==> src/rtl/ppu_timing_gen.sv <==
// PPU video timing generator: pixel strobe divider, H/V dot and line counters,
// blanking decode, VBlank status flag/interrupt and the NTSC odd-frame dot skip.
module ppu_timing_gen #(
  parameter int CNT_W     = 9,
  parameter int HTOTAL    = 341,
  parameter int HVIS      = 256,
  parameter int VVIS      = 240,
  parameter int VTOT_NTSC = 262,
  parameter int VTOT_PAL  = 312,
  parameter int DIV_NTSC  = 4,
  parameter int DIV_PAL   = 5
) (
  input  logic             CLK,
  input  logic             RES,
  input  logic             PAL,
  input  logic             RENDER_EN,
  input  logic             VBL_EN,
  input  logic             RD_STATUS,
  output logic             PCLK_STB,
  output logic [CNT_W-1:0] H,
  output logic [CNT_W-1:0] V,
  output logic             HC,
  output logic             VC,
  output logic             HBLANK,
  output logic             VBLANK,
  output logic             ODD,
  output logic             VBL_FLAG,
  output logic             N_INT
);

  localparam int DIV_MAX = (DIV_PAL > DIV_NTSC) ? DIV_PAL : DIV_NTSC;
  localparam int DIV_W   = (DIV_MAX > 1) ? $clog2(DIV_MAX) : 1;

  localparam logic [DIV_W-1:0] DIV_LAST_N = DIV_W'(DIV_NTSC - 1);
  localparam logic [DIV_W-1:0] DIV_LAST_P = DIV_W'(DIV_PAL - 1);
  localparam logic [DIV_W-1:0] DIV_ONE    = DIV_W'(1);

  localparam logic [CNT_W-1:0] H_LAST   = CNT_W'(HTOTAL - 1);
  localparam logic [CNT_W-1:0] H_SKIP   = CNT_W'(HTOTAL - 2);
  localparam logic [CNT_W-1:0] H_FLAG   = CNT_W'(1);
  localparam logic [CNT_W-1:0] H_VIS    = CNT_W'(HVIS);
  localparam logic [CNT_W-1:0] V_VIS    = CNT_W'(VVIS);
  localparam logic [CNT_W-1:0] V_SET    = CNT_W'(VVIS + 1);
  localparam logic [CNT_W-1:0] V_PRE_N  = CNT_W'(VTOT_NTSC - 1);
  localparam logic [CNT_W-1:0] V_PRE_P  = CNT_W'(VTOT_PAL - 1);
  localparam logic [CNT_W-1:0] CNT_ONE  = CNT_W'(1);

  logic [DIV_W-1:0] div_q, div_d, div_last;
  logic [CNT_W-1:0] h_q, h_d, v_q, v_d, v_pre;
  logic             mode_q, mode_d;
  logic             hc_q, hc_d, vc_q, vc_d;
  logic             odd_q, odd_d;
  logic             flag_q, flag_d;
  logic             stb, pre_line, skip, eol, flag_set, flag_clr;

  always_comb begin
    div_last = mode_q ? DIV_LAST_P : DIV_LAST_N;
    v_pre    = mode_q ? V_PRE_P : V_PRE_N;
    stb      = (div_q == div_last);
    pre_line = (v_q == v_pre);
    // Odd NTSC frames with rendering on drop the last dot of the pre-render line.
    skip     = !mode_q && odd_q && RENDER_EN && pre_line && (h_q == H_SKIP);
    eol      = (h_q == H_LAST) || skip;
    flag_set = stb && (v_q == V_SET) && (h_q == H_FLAG);
    flag_clr = stb && pre_line && (h_q == H_FLAG);
  end

  always_comb begin
    div_d  = stb ? '0 : div_q + DIV_ONE;
    h_d    = h_q;
    v_d    = v_q;
    hc_d   = hc_q;
    vc_d   = vc_q;
    odd_d  = odd_q;
    mode_d = mode_q;
    if (stb) begin
      hc_d = 1'b0;
      vc_d = 1'b0;
      if (eol) begin
        h_d  = '0;
        hc_d = 1'b1;
        if (pre_line) begin
          v_d    = '0;
          vc_d   = 1'b1;
          odd_d  = ~odd_q;
          mode_d = PAL;
        end else begin
          v_d = v_q + CNT_ONE;
        end
      end else begin
        h_d = h_q + CNT_ONE;
      end
    end
    // A status read wins over a coincident set, so that VBlank goes unflagged.
    flag_d = flag_q;
    if (RD_STATUS || flag_clr) begin
      flag_d = 1'b0;
    end else if (flag_set) begin
      flag_d = 1'b1;
    end
  end

  always_ff @(posedge CLK) begin
    if (RES) begin
      div_q  <= '0;
      h_q    <= '0;
      v_q    <= '0;
      hc_q   <= 1'b0;
      vc_q   <= 1'b0;
      odd_q  <= 1'b0;
      flag_q <= 1'b0;
      mode_q <= PAL;
    end else begin
      div_q  <= div_d;
      h_q    <= h_d;
      v_q    <= v_d;
      hc_q   <= hc_d;
      vc_q   <= vc_d;
      odd_q  <= odd_d;
      flag_q <= flag_d;
      mode_q <= mode_d;
    end
  end

  assign PCLK_STB = stb;
  assign H        = h_q;
  assign V        = v_q;
  assign HC       = hc_q;
  assign VC       = vc_q;
  assign HBLANK   = (h_q >= H_VIS);
  assign VBLANK   = (v_q >= V_VIS);
  assign ODD      = odd_q;
  assign VBL_FLAG = flag_q;
  assign N_INT    = ~(flag_q & VBL_EN);

endmodule

==> config.mk <==
export PLATFORM = sky130hd
export DESIGN_NAME = ppu_timing_gen
export DESIGN_NICKNAME = d
export VERILOG_FILES = /design/src/rtl/ppu_timing_gen.sv
export SDC_FILE = /design/constraint.sdc
export NUM_CORES = 1
export LEC_CHECK = 0
export BUFFER_PORTS_ARGS = -buffer_cell sky130_fd_sc_hd__buf_4
export CAP_MARGIN = 20
export CORE_ASPECT_RATIO = 1.2
export CORE_MARGIN = 2
export CORE_UTILIZATION = 52
export CTS_CLUSTER_DIAMETER = 80
export DETAILED_ROUTE_END_ITERATION = 7
export GPL_TIMING_DRIVEN = 0
export PLACE_DENSITY = 0.77
export RECOVER_POWER = 50
export SLEW_MARGIN = 20
export SYNTH_ARGS = -nofsm -noshare
export SYNTH_HDL_FRONTEND = slang
export SYNTH_SLANG_ARGS = --single-unit
==> constraint.sdc <==
create_clock -name CLK -period 3 [get_ports CLK]
set_input_delay 0.9 -clock CLK [delete_from_list [all_inputs] [get_ports CLK]]
set_output_delay 0.9 -clock CLK [all_outputs]
set_load 0.05 [all_outputs]
; ---- After elaboration in Yosys (flattened, before gate mapping)
; Index checks and enable logic that the tools add are counted.
[classes]
n_eq_ne = 6
reduce_logical = 19
n_addsub = 3
n_lt_le_gt_ge = 2
n_mux = 11
bitwise_logic = 3
[ops]
columns = op, n
row1 = $add 9x1->9 const B, 2
row2 = $eq 9x9->1 const B, 2
row3 = $mux 9, 2
row4 = $eq 9x1->1 const B, 1
row5 = $eq 9x8->1 const B, 1
row6 = $eq 9x9->1, 1
row7 = $ge 9x8->1 const B, 1
row8 = $ge 9x9->1 const B, 1
row9 = $logic_and 1x1->1, 8
row10 = $mux 1, 7
row11 = $mux 6, 1
row12 = $reduce_and 3->1, 2
row13 = $reduce_bool 2->1, 3
row14 = $reduce_or 2->1, 2
row15 = $add 3x1->3 const B, 1
row16 = $eq 3x3->1, 1
row17 = $mux 3, 1
row18 = $logic_or 1x1->1, 2
row19 = $not 1->1, 2
row20 = $reduce_and 2->1, 1
row21 = $and 1x1->1, 1
row22 = $logic_not 1->1, 1
[totals]
wordCells = 52
input_bits = 6
regBits = 26
output_inout_bits = 26

; ---- Logic depth before layout (Yosys ltp)
; Gate-level depths: netlist (run 1).
[logic_depth]
ltp_word = 9
depth_mapped = 9
mapped_depth_nobuf = 7

; ---- Least setup slack after synthesis (run 1)
; Ideal clock, no wire load.
[synth_timing]
path_kind = register to output
startpoint = register v_q[6] (netlist: V[6])
endpoint = output VBLANK
n_path_buf = 0
required_time_ns = 2.100
arrival_time_ns = 1.638
stages_incl_launch_ff = 3
setup_slack_ns = 0.462
cell_sequence = dfxtp_1 nand2_1 o21bai_1
[synth_between]
elab_chain_len = 1
[synth_rtl]
columns = item, line
row1 = "start, declared", 49  ; logic [CNT_W-1:0] h_q, h_d, v_q, v_d, v_pre;
row2 = "start signal, assigned", 116  ; v_q <= v_d;
row3 = $ge 9x8->1, 131  ; assign VBLANK = (v_q >= V_VIS);
row4 = "end, declared", 25  ; output logic VBLANK,
; No other way between the ends.

; ---- Worst setup path after layout (run 1)
[layout_timing]
startpoint = register mode_q
endpoint = output PCLK_STB
[layout_between]
elab_chain_len = 2
[layout_rtl]
columns = item, line
row1 = "start, declared", 50  ; logic mode_q, mode_d;
row2 = "start signal, assigned", 121  ; mode_q <= mode_d;
row3 = $mux 3, 57  ; div_last = mode_q ? DIV_LAST_P : DIV_LAST_N;
row4 = $eq 3x3->1, 59  ; stb = (div_q == div_last);
row5 = "end, declared", 19  ; output logic PCLK_STB,
; No other way between the ends.

==> flow_summary.html, run 1 <==
<table>
<tr><th>Metric</th><th>Value</th></tr>
<tr><th colspan="2">Die</th></tr>
<tr><td>DIE AREA</td><td>3086 µm²</td></tr>
<tr><td>Chip height</td><td>60.46 µm</td></tr>
<tr><td>Die span in x</td><td>51.05 µm</td></tr>
<tr><td>Num ports</td><td>32</td></tr>
<tr><td>Core ar.</td><td>2527 µm²</td></tr>
<tr><td>Std-Cell Rows</td><td>20</td></tr>
<tr><td>Initial Util</td><td>0.5465</td></tr>
<tr><th colspan="2">Yosys</th></tr>
<tr><td>Mux contribution to synthesized area</td><td>0</td></tr>
<tr><td>Largest area contributor in the synthesized netlist</td><td>sky130_fd_sc_hd__dfxtp_1</td></tr>
<tr><td>Post-synthesis sequential area ratio</td><td>0.3841</td></tr>
<tr><td>Post-Syn Area</td><td>1381 µm²</td></tr>
<tr><td>Most used flip-flop cell after synthesis</td><td>sky130_fd_sc_hd__dfxtp_1</td></tr>
<tr><td>Number of warnings printed during yosys synthesis</td><td>0</td></tr>
<tr><td>Dominant combinational cell family by area after synthesis</td><td>simple AND/OR/NAND/NOR gates</td></tr>
<tr><td>Synthesized-area fraction occupied by and/or/nand/nor cells</td><td>0.3062</td></tr>
<tr><td>Post-Synth XOR/XNOR Area</td><td>0.05072</td></tr>
<tr><td>Adder and majority gate portion of the synthesized area</td><td>0.06341</td></tr>
<tr><td>Synthesized Nets</td><td>173</td></tr>
<tr><td>Asr flop ratio synth</td><td>0</td></tr>
<tr><td>Number of flops mapped to enable cells by yosys</td><td>1</td></tr>
<tr><td>Flip-flop and latch count after synthesis</td><td>26</td></tr>
<tr><td>Synth cell types</td><td>42</td></tr>
<tr><td>Area share of the largest cell type after synthesis</td><td>0.3623</td></tr>
<tr><td>Dominant cells by area after synthesis</td><td>sky130_fd_sc_hd__dfxtp_1, sky130_fd_sc_hd__ha_1, sky130_fd_sc_hd__a21oi_1</td></tr>
<tr><td>Compound-cell area share of the yosys netlist</td><td>0.1495</td></tr>
<tr><td>Cells after Synth</td><td>160</td></tr>
<tr><td>Mapped Avg Cell Area</td><td>8.633 µm²</td></tr>
<tr><th colspan="2">Clock network</th></tr>
<tr><td>Clock slew at reported path FFs</td><td>approximately 0.14 ns</td></tr>
<tr><td>Maximum clock path buffer count</td><td>2</td></tr>
<tr><td>Hold-fix buffers at CTS</td><td>0</td></tr>
<tr><td>Clock latency of the later-clocked register in the worst-skew pair</td><td>0.32 ns</td></tr>
<tr><td>Number of setup buffers added after CTS</td><td>0</td></tr>
<tr><td>Maximum level of the CTS H-tree</td><td>1</td></tr>
<tr><td>TritonCTS clock tree</td><td>done</td></tr>
<tr><td>Clock root buffer</td><td>sky130_fd_sc_hd__clkbuf_4</td></tr>
<tr><td>Sinks on the clock net</td><td>26</td></tr>
<tr><td>Clock buffers created by TritonCTS</td><td>3</td></tr>
<tr><th colspan="2">Final layout</th></tr>
<tr><td>Core Util, Final</td><td>0.6282</td></tr>
<tr><td>Final net count</td><td>roughly 210</td></tr>
<tr><td>Area of all placed cells without fillers</td><td>1588 µm²</td></tr>
<tr><td>Layout overhead on the synthesized area</td><td>14.95%</td></tr>
<tr><td>Share of post-route cells with drive strength above 1</td><td>0.1036</td></tr>
<tr><td>Combined flip-flop and latch cell area</td><td>roughly 530 µm²</td></tr>
<tr><td>Multi-input gate area</td><td>about 770 µm²</td></tr>
<tr><td>Count of filler cells inserted in the layout</td><td>257</td></tr>
<tr><td>Number of antenna repair diodes</td><td>0</td></tr>
<tr><th colspan="2">Worst setup path</th></tr>
<tr><td>Crit path required time</td><td>2.10 ns</td></tr>
<tr><td>Number of buffers and inverters on the critical path</td><td>3</td></tr>
<tr><td>Crit start category</td><td>flip-flop</td></tr>
<tr><td>Critical R2R Capture</td><td>V[8]$_SDFFE_PP0P_</td></tr>
<tr><td>Slowest-stage cell, CP</td><td>sky130_fd_sc_hd__edfxtp_1</td></tr>
<tr><td>Crit-path cells</td><td>nand4bb_1, and2_1, clkbuf_1, inv_2, buf_4</td></tr>
<tr><td>Largest delay share family, worst path</td><td>buffers and inverters</td></tr>
<tr><td>Reg-to-reg setup timing slack</td><td>0.27 ns</td></tr>
<tr><td>Slowest Stage Delay on Critical Path</td><td>about 0.45 ns</td></tr>
<tr><td>Reg-to-reg critical path startpoint</td><td>V[3]$_SDFFE_PP0P_</td></tr>
<tr><td>Critical Path Source</td><td>mode_q$_DFFE_PP_</td></tr>
<tr><td>Register-to-Register Path Depth</td><td>6</td></tr>
<tr><td>Depth of the critical timing path with buffers and inverters included</td><td>5</td></tr>
<tr><td>Crit path capture type</td><td>primary output</td></tr>
<tr><td>CP Max Fanout</td><td>12</td></tr>
<tr><td>Setup crit end</td><td>PCLK_STB</td></tr>
<tr><td>Classification of the worst setup path</td><td>reg -&gt; out</td></tr>
<tr><td>Crit path arrival time</td><td>1.88 ns</td></tr>
<tr><th colspan="2">GRT</th></tr>
<tr><td>Remaining global-route overflow</td><td>0</td></tr>
<tr><td>Largest net degree at the start of global routing</td><td>15</td></tr>
<tr><td>Global-route wire length before repair</td><td>5.478 mm</td></tr>
<tr><td>Initial antenna violation count</td><td>0</td></tr>
<tr><td>Number of global-route vias before repair</td><td>between 1k and 1.5k</td></tr>
<tr><td>Global Route Usage Sum</td><td>0.2338</td></tr>
<tr><th colspan="2">Routing</th></tr>
<tr><td>Drt wl/cell</td><td>14.68 µm</td></tr>
<tr><td>Number of DRC markers in iteration 0</td><td>28</td></tr>
<tr><td>DR vias/cell</td><td>5.779</td></tr>
<tr><td>Final ANT Viol Nets</td><td>0</td></tr>
<tr><td>First-pass DRT Iterations</td><td>4</td></tr>
<tr><td># DRC</td><td>0</td></tr>
<tr><td>Post-detailed-routing wire length</td><td>~3.3 mm</td></tr>
<tr><td>Vias post-DR</td><td>1306</td></tr>
<tr><th colspan="2">STA</th></tr>
<tr><td>Worst-margin pin slew</td><td>between 0.7 and 0.8 ns</td></tr>
<tr><td>Period Utilization, post-route</td><td>0.9268</td></tr>
<tr><td>Worst max-slew margin expressed relative to the limit</td><td>0.4830</td></tr>
<tr><td>Setup tns final</td><td>0 ns</td></tr>
<tr><td>Maximum achievable frequency</td><td>about 0.36 GHz</td></tr>
<tr><td>Unrepaired setup endpoints after global routing</td><td>no</td></tr>
<tr><td>Post-route clock skew</td><td>around 0.0027 ns</td></tr>
<tr><td>Final-report setup violation count</td><td>0</td></tr>
<tr><td>Period minus WS final</td><td>2.780 ns</td></tr>
<tr><td>Fin. Hold Viols</td><td>0</td></tr>
<tr><td>Final-report max-slew violation count</td><td>0</td></tr>
<tr><th colspan="2">Placement</th></tr>
<tr><td>Detailed placer's ending HPWL</td><td>2.490 mm</td></tr>
<tr><td>Final GP Congestion</td><td>0.7954</td></tr>
<tr><td>PortBufs</td><td>30</td></tr>
<tr><td>Cell area after placement</td><td>1648 µm²</td></tr>
<tr><th colspan="2">Flow run</th></tr>
<tr><td>Total of max-cap violations</td><td>0</td></tr>
<tr><th colspan="2">Power</th></tr>
<tr><td>Worst-case vdd ir drop</td><td>0.2757 mV</td></tr>
<tr><td>Static leakage</td><td>0.5675 nW</td></tr>
<tr><td>Cell Pwr Density</td><td>between 300 and 400 nW/µm²</td></tr>
<tr><th colspan="2">Min path</th></tr>
<tr><td>Hold Path Origin</td><td>VC$_SDFFE_PP0N_</td></tr>
<tr><td>Hold/Removal Path Class</td><td>reg -&gt; reg</td></tr>
<tr><th colspan="2">Status</th></tr>
<tr><td>Status</td><td>completed</td></tr>
</table>
## repair_timing
action,CTS,global route
gates resized for setup,0,1
pin swaps,0,0
setup endpoints to repair,1,1
## per-stage QoR
stage	instances	power [W]	hold slack [ns]	setup slack, ns
after CTS	226	0.0005892	0.4728	0.09531
after detailed placement	223	0.0004141	0.4538	0.2993
final	226	0.0005844	0.4678	0.2196
after floorplan	160	0.0003988	0.4487	0.4620
after global routing	226	0.0006030	0.4963	0.09295
after global placement	223	0.0004123	0.4478	0.3079
## routing by layer
layer  wire length [µm]  track usage  vias up
met5                  0            0        -
met3                147      0.02217        5
met4                 45       0.1120        0
met2               1737       0.4323       33
met1               1386       0.2715      628
li1                   -            -      640
## worst min-delay path by stage
stage          slack, ns                   to  cells after the start
2_1_floorplan       0.45  div_q[0]$_SDFF_PP0_                      1
3_3_place_gp        0.45      HC$_SDFFE_PP0N_                      2
3_5_place_dp        0.45      VC$_SDFFE_PP0N_                      2
4_1_cts             0.47      VC$_SDFFE_PP0N_                      2
5_1_grt             0.50      HC$_SDFFE_PP0N_                      2
6_report            0.47      VC$_SDFFE_PP0N_                      2
## power by group
| group | internal (W) | switching [W] | total [W] | leakage, nW |
|---|---|---|---|---|
| Clock | 0.0000743 | 0.000105 | 0.000180 | 0.0210 |
| Combinational | 0.0000168 | 0.0000272 | 0.0000440 | 0.335 |
| Sequential | 0.000355 | 0.00000609 | 0.000361 | 0.212 |
## synthesized netlist by cell type, types with 3 or more instances
master and count:
sky130_fd_sc_hd__xnor2_1 4, sky130_fd_sc_hd__nor3_1 11, sky130_fd_sc_hd__nor2b_1 3, sky130_fd_sc_hd__nand3_1 5, sky130_fd_sc_hd__nor2_1 11, sky130_fd_sc_hd__ha_1 7, sky130_fd_sc_hd__dfxtp_1 25, sky130_fd_sc_hd__o21ai_0 7
sky130_fd_sc_hd__a21oi_1 14, sky130_fd_sc_hd__xor2_1 4, sky130_fd_sc_hd__clkbuf_1 7, sky130_fd_sc_hd__inv_1 6, sky130_fd_sc_hd__nand2_1 16
## cells by family (layout without fill, tap and decap cells)
kind of cell	count (synthesis)	after routing
AOI/OAI and AO/OA	32	32
buffers and inverters	15	48
and+or+nand+nor	72	72
DFF	26	26
xor gates and xnor gates	8	8
adders and majority gates	7	7
## tightest hold or removal path, delay by kind of cell (launching register included)
family / cells / cell delay, ns
flops: 1 / 0.34
simple gates: 1 / 0.05
compound gates: 1 / 0.05
## placed cells by master, fill, tap and decap left out, types with 3 or more instances in the layout
cell,netlist,final
sky130_fd_sc_hd__clkbuf_1,7,27
sky130_fd_sc_hd__dfxtp_1,25,25
sky130_fd_sc_hd__nand2_1,16,16
sky130_fd_sc_hd__a21oi_1,14,14
sky130_fd_sc_hd__nor3_1,11,11
sky130_fd_sc_hd__nor2_1,11,11
sky130_fd_sc_hd__buf_4,0,8
sky130_fd_sc_hd__o21ai_0,7,7
sky130_fd_sc_hd__ha_1,7,7
sky130_fd_sc_hd__inv_1,6,5
sky130_fd_sc_hd__nand3_1,5,5
sky130_fd_sc_hd__xnor2_1,4,4
sky130_fd_sc_hd__xor2_1,4,4
sky130_fd_sc_hd__clkbuf_4,0,4
sky130_fd_sc_hd__nor4_1,2,3
sky130_fd_sc_hd__nor2b_1,3,3
## registers in the layout, indices dropped and copies added (netlist names)
register,flops
H,9
V,9
div_q,3
HC,1
ODD,1
VBL_FLAG,1
VC,1
mode_q,1
## cell type report
type,count,share of cell area
buffer,8,0.02364
clock buffer,4,0.02285
inverter,6,0.01418
multi-input combinational,119,0.4870
sequential,26,0.3341
tap,33,0.02600
timing repair buffer,30,0.09220
(Power assumes the default switching activity.)
==> run 2, diff against run 1 <==
--- a/config.mk
+++ b/config.mk
@@ -7,15 +7,16 @@
 export LEC_CHECK = 0
 export BUFFER_PORTS_ARGS = -buffer_cell sky130_fd_sc_hd__buf_4
 export CAP_MARGIN = 20
+export CELL_PAD_IN_SITES_DETAIL_PLACEMENT = 0
+export CELL_PAD_IN_SITES_GLOBAL_PLACEMENT = 1
 export CORE_ASPECT_RATIO = 1.2
 export CORE_MARGIN = 2
-export CORE_UTILIZATION = 52
+export CORE_UTILIZATION = 39
 export CTS_CLUSTER_DIAMETER = 80
 export DETAILED_ROUTE_END_ITERATION = 7
 export GPL_TIMING_DRIVEN = 0
-export PLACE_DENSITY = 0.77
+export PLACE_DENSITY_LB_ADDON = 0.1
 export RECOVER_POWER = 50
-export SLEW_MARGIN = 20
 export SYNTH_ARGS = -nofsm -noshare
 export SYNTH_HDL_FRONTEND = slang
 export SYNTH_SLANG_ARGS = --single-unit
==> flow_summary.html, run 2 (synthesis results as in run 1) <==
<table>
<tr><th>Metric</th><th>Value</th></tr>
<tr><th colspan="2">Status</th></tr>
<tr><td>Status</td><td>completed</td></tr>
<tr><th colspan="2">Final layout</th></tr>
<tr><td>Most common cell after layout, fill and taps aside</td><td>sky130_fd_sc_hd__clkbuf_1</td></tr>
<tr><td>Share of post-route cells with drive strength above 1</td><td>0.09845</td></tr>
<tr><td>Highest-count cells in the layout ignoring fill and taps</td><td>sky130_fd_sc_hd__clkbuf_1, sky130_fd_sc_hd__dfxtp_1, sky130_fd_sc_hd__nand2_1</td></tr>
<tr><td>Layout overhead on the synthesized area</td><td>18.21%</td></tr>
<tr><td>Final net count</td><td>approximately 210</td></tr>
<tr><td>Core Util, Final</td><td>0.4850</td></tr>
<tr><td>Number of antenna repair diodes</td><td>0</td></tr>
<tr><th colspan="2">Die</th></tr>
<tr><td>Num ports</td><td>32</td></tr>
<tr><td>Die span in x</td><td>58.33 µm</td></tr>
<tr><td>Chip height</td><td>69.20 µm</td></tr>
<tr><td>DIE AREA</td><td>4036 µm²</td></tr>
<tr><td>Initial Util</td><td>0.4103</td></tr>
<tr><td>Core ar.</td><td>between 3000 and 4000 µm²</td></tr>
<tr><td>Std-Cell Rows</td><td>23</td></tr>
<tr><th colspan="2">Routing</th></tr>
<tr><td>DR vias/cell</td><td>5.557</td></tr>
<tr><td>Post-detailed-routing wire length</td><td>3.522 mm</td></tr>
<tr><td>Drt wl/cell</td><td>15.31 µm</td></tr>
<tr><td>Final ANT Viol Nets</td><td>0</td></tr>
<tr><td>First-pass DRT Iterations</td><td>4</td></tr>
<tr><td>Vias post-DR</td><td>1278</td></tr>
<tr><td># DRC</td><td>0</td></tr>
<tr><td>Number of DRC markers in iteration 0</td><td>46</td></tr>
<tr><th colspan="2">STA</th></tr>
<tr><td>Fin. Hold Viols</td><td>0</td></tr>
<tr><td>Period minus WS final</td><td>approximately 2.8 ns</td></tr>
<tr><td>Unrepaired setup endpoints after global routing</td><td>no</td></tr>
<tr><td>Worst hold slack across all endpoints</td><td>0.4668 ns</td></tr>
<tr><td>Final-report setup violation count</td><td>0</td></tr>
<tr><td>Worst max-slew margin expressed relative to the limit</td><td>0.3705</td></tr>
<tr><td>Worst-margin pin slew</td><td>0.9205 ns</td></tr>
<tr><td>Setup tns final</td><td>0 ns</td></tr>
<tr><td>Final worst setup slack</td><td>around 0.19 ns</td></tr>
<tr><td>Post-route clock skew</td><td>about 0.0066 ns</td></tr>
<tr><td>Final-report max-slew violation count</td><td>0</td></tr>
<tr><td>Period Utilization, post-route</td><td>0.9374</td></tr>
<tr><td>Maximum achievable frequency</td><td>0.3556 GHz</td></tr>
<tr><th colspan="2">Clock network</th></tr>
<tr><td>Clock slew at reported path FFs</td><td>about 0.10 ns</td></tr>
<tr><td>Clock latency of the later-clocked register in the worst-skew pair</td><td>0.27 ns</td></tr>
<tr><td>Number of setup buffers added after CTS</td><td>0</td></tr>
<tr><td>Hold-fix buffers at CTS</td><td>0</td></tr>
<tr><td>Maximum level of the CTS H-tree</td><td>1</td></tr>
<tr><td>Clock root buffer</td><td>sky130_fd_sc_hd__clkbuf_8</td></tr>
<tr><td>Resized Gates After CTS</td><td>0</td></tr>
<tr><td>TritonCTS clock tree</td><td>done</td></tr>
<tr><td>Clock buffers created by TritonCTS</td><td>3</td></tr>
<tr><td>Maximum clock path buffer count</td><td>2</td></tr>
<tr><td>Sinks on the clock net</td><td>26</td></tr>
<tr><th colspan="2">GRT</th></tr>
<tr><td>Initial antenna violation count</td><td>0</td></tr>
<tr><td>Number of global-route vias before repair</td><td>1310</td></tr>
<tr><td>Global Route Usage Sum</td><td>0.1867</td></tr>
<tr><td>Largest net degree at the start of global routing</td><td>16</td></tr>
<tr><td>Remaining global-route overflow</td><td>0</td></tr>
<tr><td>Global-route wire length before repair</td><td>6.037 mm</td></tr>
<tr><th colspan="2">Worst setup path</th></tr>
<tr><td>Crit path capture type</td><td>primary output</td></tr>
<tr><td>Slowest Stage Delay on Critical Path</td><td>0.44 ns</td></tr>
<tr><td>CP Max Fanout</td><td>12</td></tr>
<tr><td>Classification of the worst setup path</td><td>reg -&gt; out</td></tr>
<tr><td>Crit path arrival time</td><td>1.91 ns</td></tr>
<tr><td>Crit-path cells</td><td>nand4bb_1, and2_0, clkbuf_1, inv_1, buf_4</td></tr>
<tr><td>Number of buffers and inverters on the critical path</td><td>3</td></tr>
<tr><td>Crit path required time</td><td>2.10 ns</td></tr>
<tr><td>Largest delay share family, worst path</td><td>buffers and inverters</td></tr>
<tr><td>Crit start category</td><td>flip-flop</td></tr>
<tr><td>Slowest-stage cell, CP</td><td>sky130_fd_sc_hd__edfxtp_1</td></tr>
<tr><th colspan="2">Power</th></tr>
<tr><td>Static leakage</td><td>0.5871 nW</td></tr>
<tr><td>Worst-case vdd ir drop</td><td>between 0.2 and 0.25 mV</td></tr>
<tr><td>Cell Pwr Density</td><td>407.3 nW/µm²</td></tr>
<tr><td>Overall power after layout</td><td>0.0006650 W</td></tr>
<tr><th colspan="2">Placement</th></tr>
<tr><td>Pre-CTS WS</td><td>just under 0.3 ns</td></tr>
<tr><td>Detailed placer's ending HPWL</td><td>2.581 mm</td></tr>
<tr><td>PortBufs</td><td>30</td></tr>
<tr><td>Final GP Congestion</td><td>0.8003</td></tr>
<tr><th colspan="2">Min path</th></tr>
<tr><td>Hold/Removal Path Class</td><td>reg -&gt; reg</td></tr>
<tr><th colspan="2">Flow run</th></tr>
<tr><td>Total of max-cap violations</td><td>0</td></tr>
</table>
run 2: final timing paths:
| path | from | endpoint | slack, ns | depth (start not counted) |
|---|---|---|---|---|
| worst max-delay path | mode_q$_DFFE_PP_ | PCLK_STB | 0.19 | 5 |
| worst min-delay path | VC$_SDFFE_PP0N_ | VC$_SDFFE_PP0N_ | 0.47 | 2 |
| worst max register to register | V[4]$_SDFFE_PP0P_ | mode_q$_DFFE_PP_ | 0.56 | 4 |
| worst min register to register | VC$_SDFFE_PP0N_ | VC$_SDFFE_PP0N_ | 0.47 | 2 |
run 2: metrics by stage:
step | instance area [µm²] | cells
CTS | 1715 | 230
floorplan | 1381 | 160
global placement | 1653 | 227
global route | 1633 | 230
detailed placement | 1653 | 227
finish | 1633 | 230
run 2: area by class of cell:
cell class,count,area [µm²]
fillers,366,1734
multi-input cells,119,787.0
flip-flops and latches,26,530.5
repair buffers,30,142.6
clock buffers,4,66.31
well taps,37,46.29
plain buffers,8,37.54
inverters,6,22.52
run 2: routing by layer:
metal / up-vias / global-route usage / wire length, µm
li1: 645 / - / -
met1: 597 / 0.2299 / 1537
met2: 29 / 0.3271 / 1812
met3: 7 / 0.02612 / 121
met4: 0 / 0.05685 / 51
met5: - / 0 / 0
run 2: worst reg2reg max path: stages, from the launching register on:
cell	delay, ns
sky130_fd_sc_hd__dfxtp_1	0.37
sky130_fd_sc_hd__or4_1	0.62
sky130_fd_sc_hd__a211oi_2	0.61
sky130_fd_sc_hd__o2111ai_1	0.36
sky130_fd_sc_hd__nand2b_1	0.19
run 2: report_power, final:
| part | switching (W) | internal, W | leakage (nW) |
|---|---|---|---|
| combinational | 0.0000274 | 0.0000167 | 0.342 |
| sequential | 0.00000659 | 0.000354 | 0.212 |
| clock | 0.000115 | 0.000145 | 0.0339 |
==> run 3, diff against run 2 <==
--- a/config.mk
+++ b/config.mk
@@ -14,7 +14,6 @@
 export CORE_UTILIZATION = 39
 export CTS_CLUSTER_DIAMETER = 80
 export DETAILED_ROUTE_END_ITERATION = 7
-export GPL_TIMING_DRIVEN = 0
 export PLACE_DENSITY_LB_ADDON = 0.1
 export RECOVER_POWER = 50
 export SYNTH_ARGS = -nofsm -noshare
==> flow_summary.html, run 3 (synthesis results as in run 1) <==
<table>
<tr><th>Metric</th><th>Value</th></tr>
<tr><th colspan="2">Final layout</th></tr>
<tr><td>Most common cell after layout, fill and taps aside</td><td>sky130_fd_sc_hd__dfxtp_1</td></tr>
<tr><td>Highest-count cells in the layout ignoring fill and taps</td><td>sky130_fd_sc_hd__dfxtp_1, sky130_fd_sc_hd__clkbuf_1, sky130_fd_sc_hd__nand2_1</td></tr>
<tr><td>Combined flip-flop and latch cell area</td><td>530.5 µm²</td></tr>
<tr><td>Share of post-route cells with drive strength above 1</td><td>0.1263</td></tr>
<tr><td>Count of filler cells inserted in the layout</td><td>353</td></tr>
<tr><td>Multi-input gate area</td><td>787.0 µm²</td></tr>
<tr><td>Layout overhead on the synthesized area</td><td>17.66%</td></tr>
<tr><td>Final net count</td><td>204</td></tr>
<tr><td>Number of antenna repair diodes</td><td>0</td></tr>
<tr><th colspan="2">Worst setup path</th></tr>
<tr><td>Crit path required time</td><td>between 2 and 2.5 ns</td></tr>
<tr><td>Crit path arrival time</td><td>1.78 ns</td></tr>
<tr><td>Critical Path Source</td><td>mode_q$_DFFE_PP_</td></tr>
<tr><td>Number of buffers and inverters on the critical path</td><td>2</td></tr>
<tr><td>Depth of the critical timing path with buffers and inverters included</td><td>4</td></tr>
<tr><td>Crit path capture type</td><td>primary output</td></tr>
<tr><td>Reg-to-reg setup timing slack</td><td>approximately 0.60 ns</td></tr>
<tr><td>Register-to-Register Path Depth</td><td>7</td></tr>
<tr><td>Critical R2R Capture</td><td>V[8]$_SDFFE_PP0P_</td></tr>
<tr><td>Crit start category</td><td>flip-flop</td></tr>
<tr><td>CP Max Fanout</td><td>9</td></tr>
<tr><td>Largest delay share family, worst path</td><td>simple AND/OR/NAND/NOR gates</td></tr>
<tr><td>Setup crit end</td><td>PCLK_STB</td></tr>
<tr><td>Crit-path cells</td><td>nand4bb_1, and2_0, inv_1, buf_4</td></tr>
<tr><td>Classification of the worst setup path</td><td>reg -&gt; out</td></tr>
<tr><td>Slowest Stage Delay on Critical Path</td><td>about 0.44 ns</td></tr>
<tr><td>Reg-to-reg critical path startpoint</td><td>mode_q$_DFFE_PP_</td></tr>
<tr><td>Slowest-stage cell, CP</td><td>sky130_fd_sc_hd__edfxtp_1</td></tr>
<tr><th colspan="2">Power</th></tr>
<tr><td>Internal power summed over all cells</td><td>0.0004889 W</td></tr>
<tr><td>Share of power burned in registers</td><td>0.570</td></tr>
<tr><td>Clk network pwr share</td><td>0.361</td></tr>
<tr><td>Cell Pwr Density</td><td>389.3 nW/µm²</td></tr>
<tr><td>Share of total power in combinational logic</td><td>0.069</td></tr>
<tr><td>Static leakage</td><td>0.5987 nW</td></tr>
<tr><td>Switching power as a share of total power</td><td>0.2274</td></tr>
<tr><td>Switching pwr</td><td>0.0001439 W</td></tr>
<tr><td>Worst-case vdd ir drop</td><td>0.2403 mV</td></tr>
<tr><th colspan="2">GRT</th></tr>
<tr><td>Largest net degree at the start of global routing</td><td>27</td></tr>
<tr><td>Global Route Usage Sum</td><td>0.1748</td></tr>
<tr><td>Number of global-route vias before repair</td><td>1220</td></tr>
<tr><td>Initial antenna violation count</td><td>0</td></tr>
<tr><td>Remaining global-route overflow</td><td>0</td></tr>
<tr><td>Global-route wire length before repair</td><td>between 5 and 6 mm</td></tr>
<tr><th colspan="2">Status</th></tr>
<tr><td>Status</td><td>completed</td></tr>
<tr><th colspan="2">Die</th></tr>
<tr><td>Num ports</td><td>32</td></tr>
<tr><td>Die span in x</td><td>58.33 µm</td></tr>
<tr><td>DIE AREA</td><td>4036 µm²</td></tr>
<tr><td>Std-Cell Rows</td><td>23</td></tr>
<tr><td>Initial Util</td><td>0.4103</td></tr>
<tr><td>Core ar.</td><td>3367 µm²</td></tr>
<tr><td>Chip height</td><td>69.20 µm</td></tr>
<tr><th colspan="2">Clock network</th></tr>
<tr><td>Sinks on the clock net</td><td>26</td></tr>
<tr><td>Maximum clock path buffer count</td><td>2</td></tr>
<tr><td>TritonCTS clock tree</td><td>done</td></tr>
<tr><td>Maximum level of the CTS H-tree</td><td>1</td></tr>
<tr><td>Clock latency of the later-clocked register in the worst-skew pair</td><td>0.27 ns</td></tr>
<tr><td>Clock root buffer</td><td>sky130_fd_sc_hd__clkbuf_8</td></tr>
<tr><td>Clock buffers created by TritonCTS</td><td>3</td></tr>
<tr><td>Resized Gates After CTS</td><td>0</td></tr>
<tr><td>Number of setup buffers added after CTS</td><td>0</td></tr>
<tr><td>Hold-fix buffers at CTS</td><td>0</td></tr>
<tr><td>Clock slew at reported path FFs</td><td>0.10 ns</td></tr>
<tr><th colspan="2">Routing</th></tr>
<tr><td>Vias post-DR</td><td>1250</td></tr>
<tr><td>Post-detailed-routing wire length</td><td>approximately 3.3 mm</td></tr>
<tr><td>Number of DRC markers in iteration 0</td><td>56</td></tr>
<tr><td>First-pass DRT Iterations</td><td>4</td></tr>
<tr><td>Final ANT Viol Nets</td><td>0</td></tr>
<tr><td>DR vias/cell</td><td>5.507</td></tr>
<tr><td># DRC</td><td>0</td></tr>
<tr><td>Drt wl/cell</td><td>14.56 µm</td></tr>
<tr><th colspan="2">STA</th></tr>
<tr><td>Worst max-slew margin expressed relative to the limit</td><td>0.5895</td></tr>
<tr><td>Maximum achievable frequency</td><td>0.3729 GHz</td></tr>
<tr><td>Period Utilization, post-route</td><td>0.8939</td></tr>
<tr><td>Unrepaired setup endpoints after global routing</td><td>no</td></tr>
<tr><td>Final-report max-slew violation count</td><td>0</td></tr>
<tr><td>Final-report setup violation count</td><td>0</td></tr>
<tr><td>Worst hold slack across all endpoints</td><td>0.4670 ns</td></tr>
<tr><td>Post-route clock skew</td><td>just over 0.01 ns</td></tr>
<tr><td>Setup tns final</td><td>0 ns</td></tr>
<tr><td>Period minus WS final</td><td>around 2.7 ns</td></tr>
<tr><td>Worst-margin pin slew</td><td>between 0.6 and 0.7 ns</td></tr>
<tr><td>Fin. Hold Viols</td><td>0</td></tr>
<tr><th colspan="2">Placement</th></tr>
<tr><td>PortBufs</td><td>31</td></tr>
<tr><td>Detailed placer's ending HPWL</td><td>2.442 mm</td></tr>
<tr><td>Final GP Congestion</td><td>0.7771</td></tr>
<tr><th colspan="2">Flow run</th></tr>
<tr><td>Total of max-cap violations</td><td>0</td></tr>
<tr><th colspan="2">Min path</th></tr>
<tr><td>Hold/Removal Path Class</td><td>reg -&gt; reg</td></tr>
</table>
## run 3: power by group through the flow
stage / clock (W) / combinational (W) / sequential (W)
final: 0.000229 / 0.0000438 / 0.000360
after global routing: 0.000250 / 0.0000486 / 0.000362
after CTS: 0.000237 / 0.0000456 / 0.000361
after detailed placement: 0 / 0.0000457 / 0.000369
after global placement: 0 / 0.0000451 / 0.000368
after floorplan: 0 / 0.0000283 / 0.000371
## run 3: stage by stage
| stage | area (µm²) | power, W | utilization | setup slack [ns] | cells |
|---|---|---|---|---|---|
| floorplan | 1381 | 0.0003988 | - | 0.4620 | 160 |
| global placement | 1649 | 0.0004132 | 0.4898 | 0.5180 | 223 |
| detailed placement | 1649 | 0.0004143 | 0.4898 | 0.4595 | 223 |
| CTS | 1704 | 0.0006435 | 0.5061 | 0.4091 | 227 |
| global route | 1625 | 0.0006609 | 0.4827 | 0.1929 | 227 |
| finish | 1625 | 0.0006328 | 0.4827 | 0.3183 | 227 |
## run 3: worst min path at each step
stage / cells past startpoint / endpoint / startpoint / slack, ns
6_report: 2 / VC$_SDFFE_PP0N_ / VC$_SDFFE_PP0N_ / 0.47
5_1_grt: 2 / VC$_SDFFE_PP0N_ / VC$_SDFFE_PP0N_ / 0.48
4_1_cts: 2 / VC$_SDFFE_PP0N_ / VC$_SDFFE_PP0N_ / 0.47
3_5_place_dp: 2 / VC$_SDFFE_PP0N_ / VC$_SDFFE_PP0N_ / 0.46
3_3_place_gp: 2 / VC$_SDFFE_PP0N_ / VC$_SDFFE_PP0N_ / 0.45
2_1_floorplan: 1 / div_q[0]$_SDFF_PP0_ / div_q[0]$_SDFF_PP0_ / 0.45
## run 3: final cells by class
| type | count | area share |
|---|---|---|
| Tap cell | 37 | 0.02848 |
| Timing Repair Buffer | 35 | 0.1132 |
| Multi-Input combinational cell | 119 | 0.4842 |
| Clock buffer | 4 | 0.03387 |
| Inverter | 6 | 0.01386 |
| Sequential cell | 26 | 0.3264 |
## run 3: routing by layer
metal | share of wire | GRT usage | vias to the layer above | wire (µm)
met2 | 0.51 | 0.3059 | 22 | 1669
met1 | 0.45 | 0.2137 | 590 | 1485
met3 | 0.040 | 0.02985 | 2 | 131
li1 | - | - | 636 | -
met5 | 0 | 0 | - | 0
met4 | 0.0051 | 0.04910 | 0 | 17
## run 3: worst register-to-register path: stages (launching register included)
cell	delay (ns)
sky130_fd_sc_hd__edfxtp_1	0.44
sky130_fd_sc_hd__nand4bb_1	0.22
sky130_fd_sc_hd__and2_0	0.33
sky130_fd_sc_hd__inv_1	0.27
sky130_fd_sc_hd__buf_4	0.19
sky130_fd_sc_hd__o211ai_2	0.20
sky130_fd_sc_hd__or4b_1	0.54
sky130_fd_sc_hd__a21oi_1	0.15
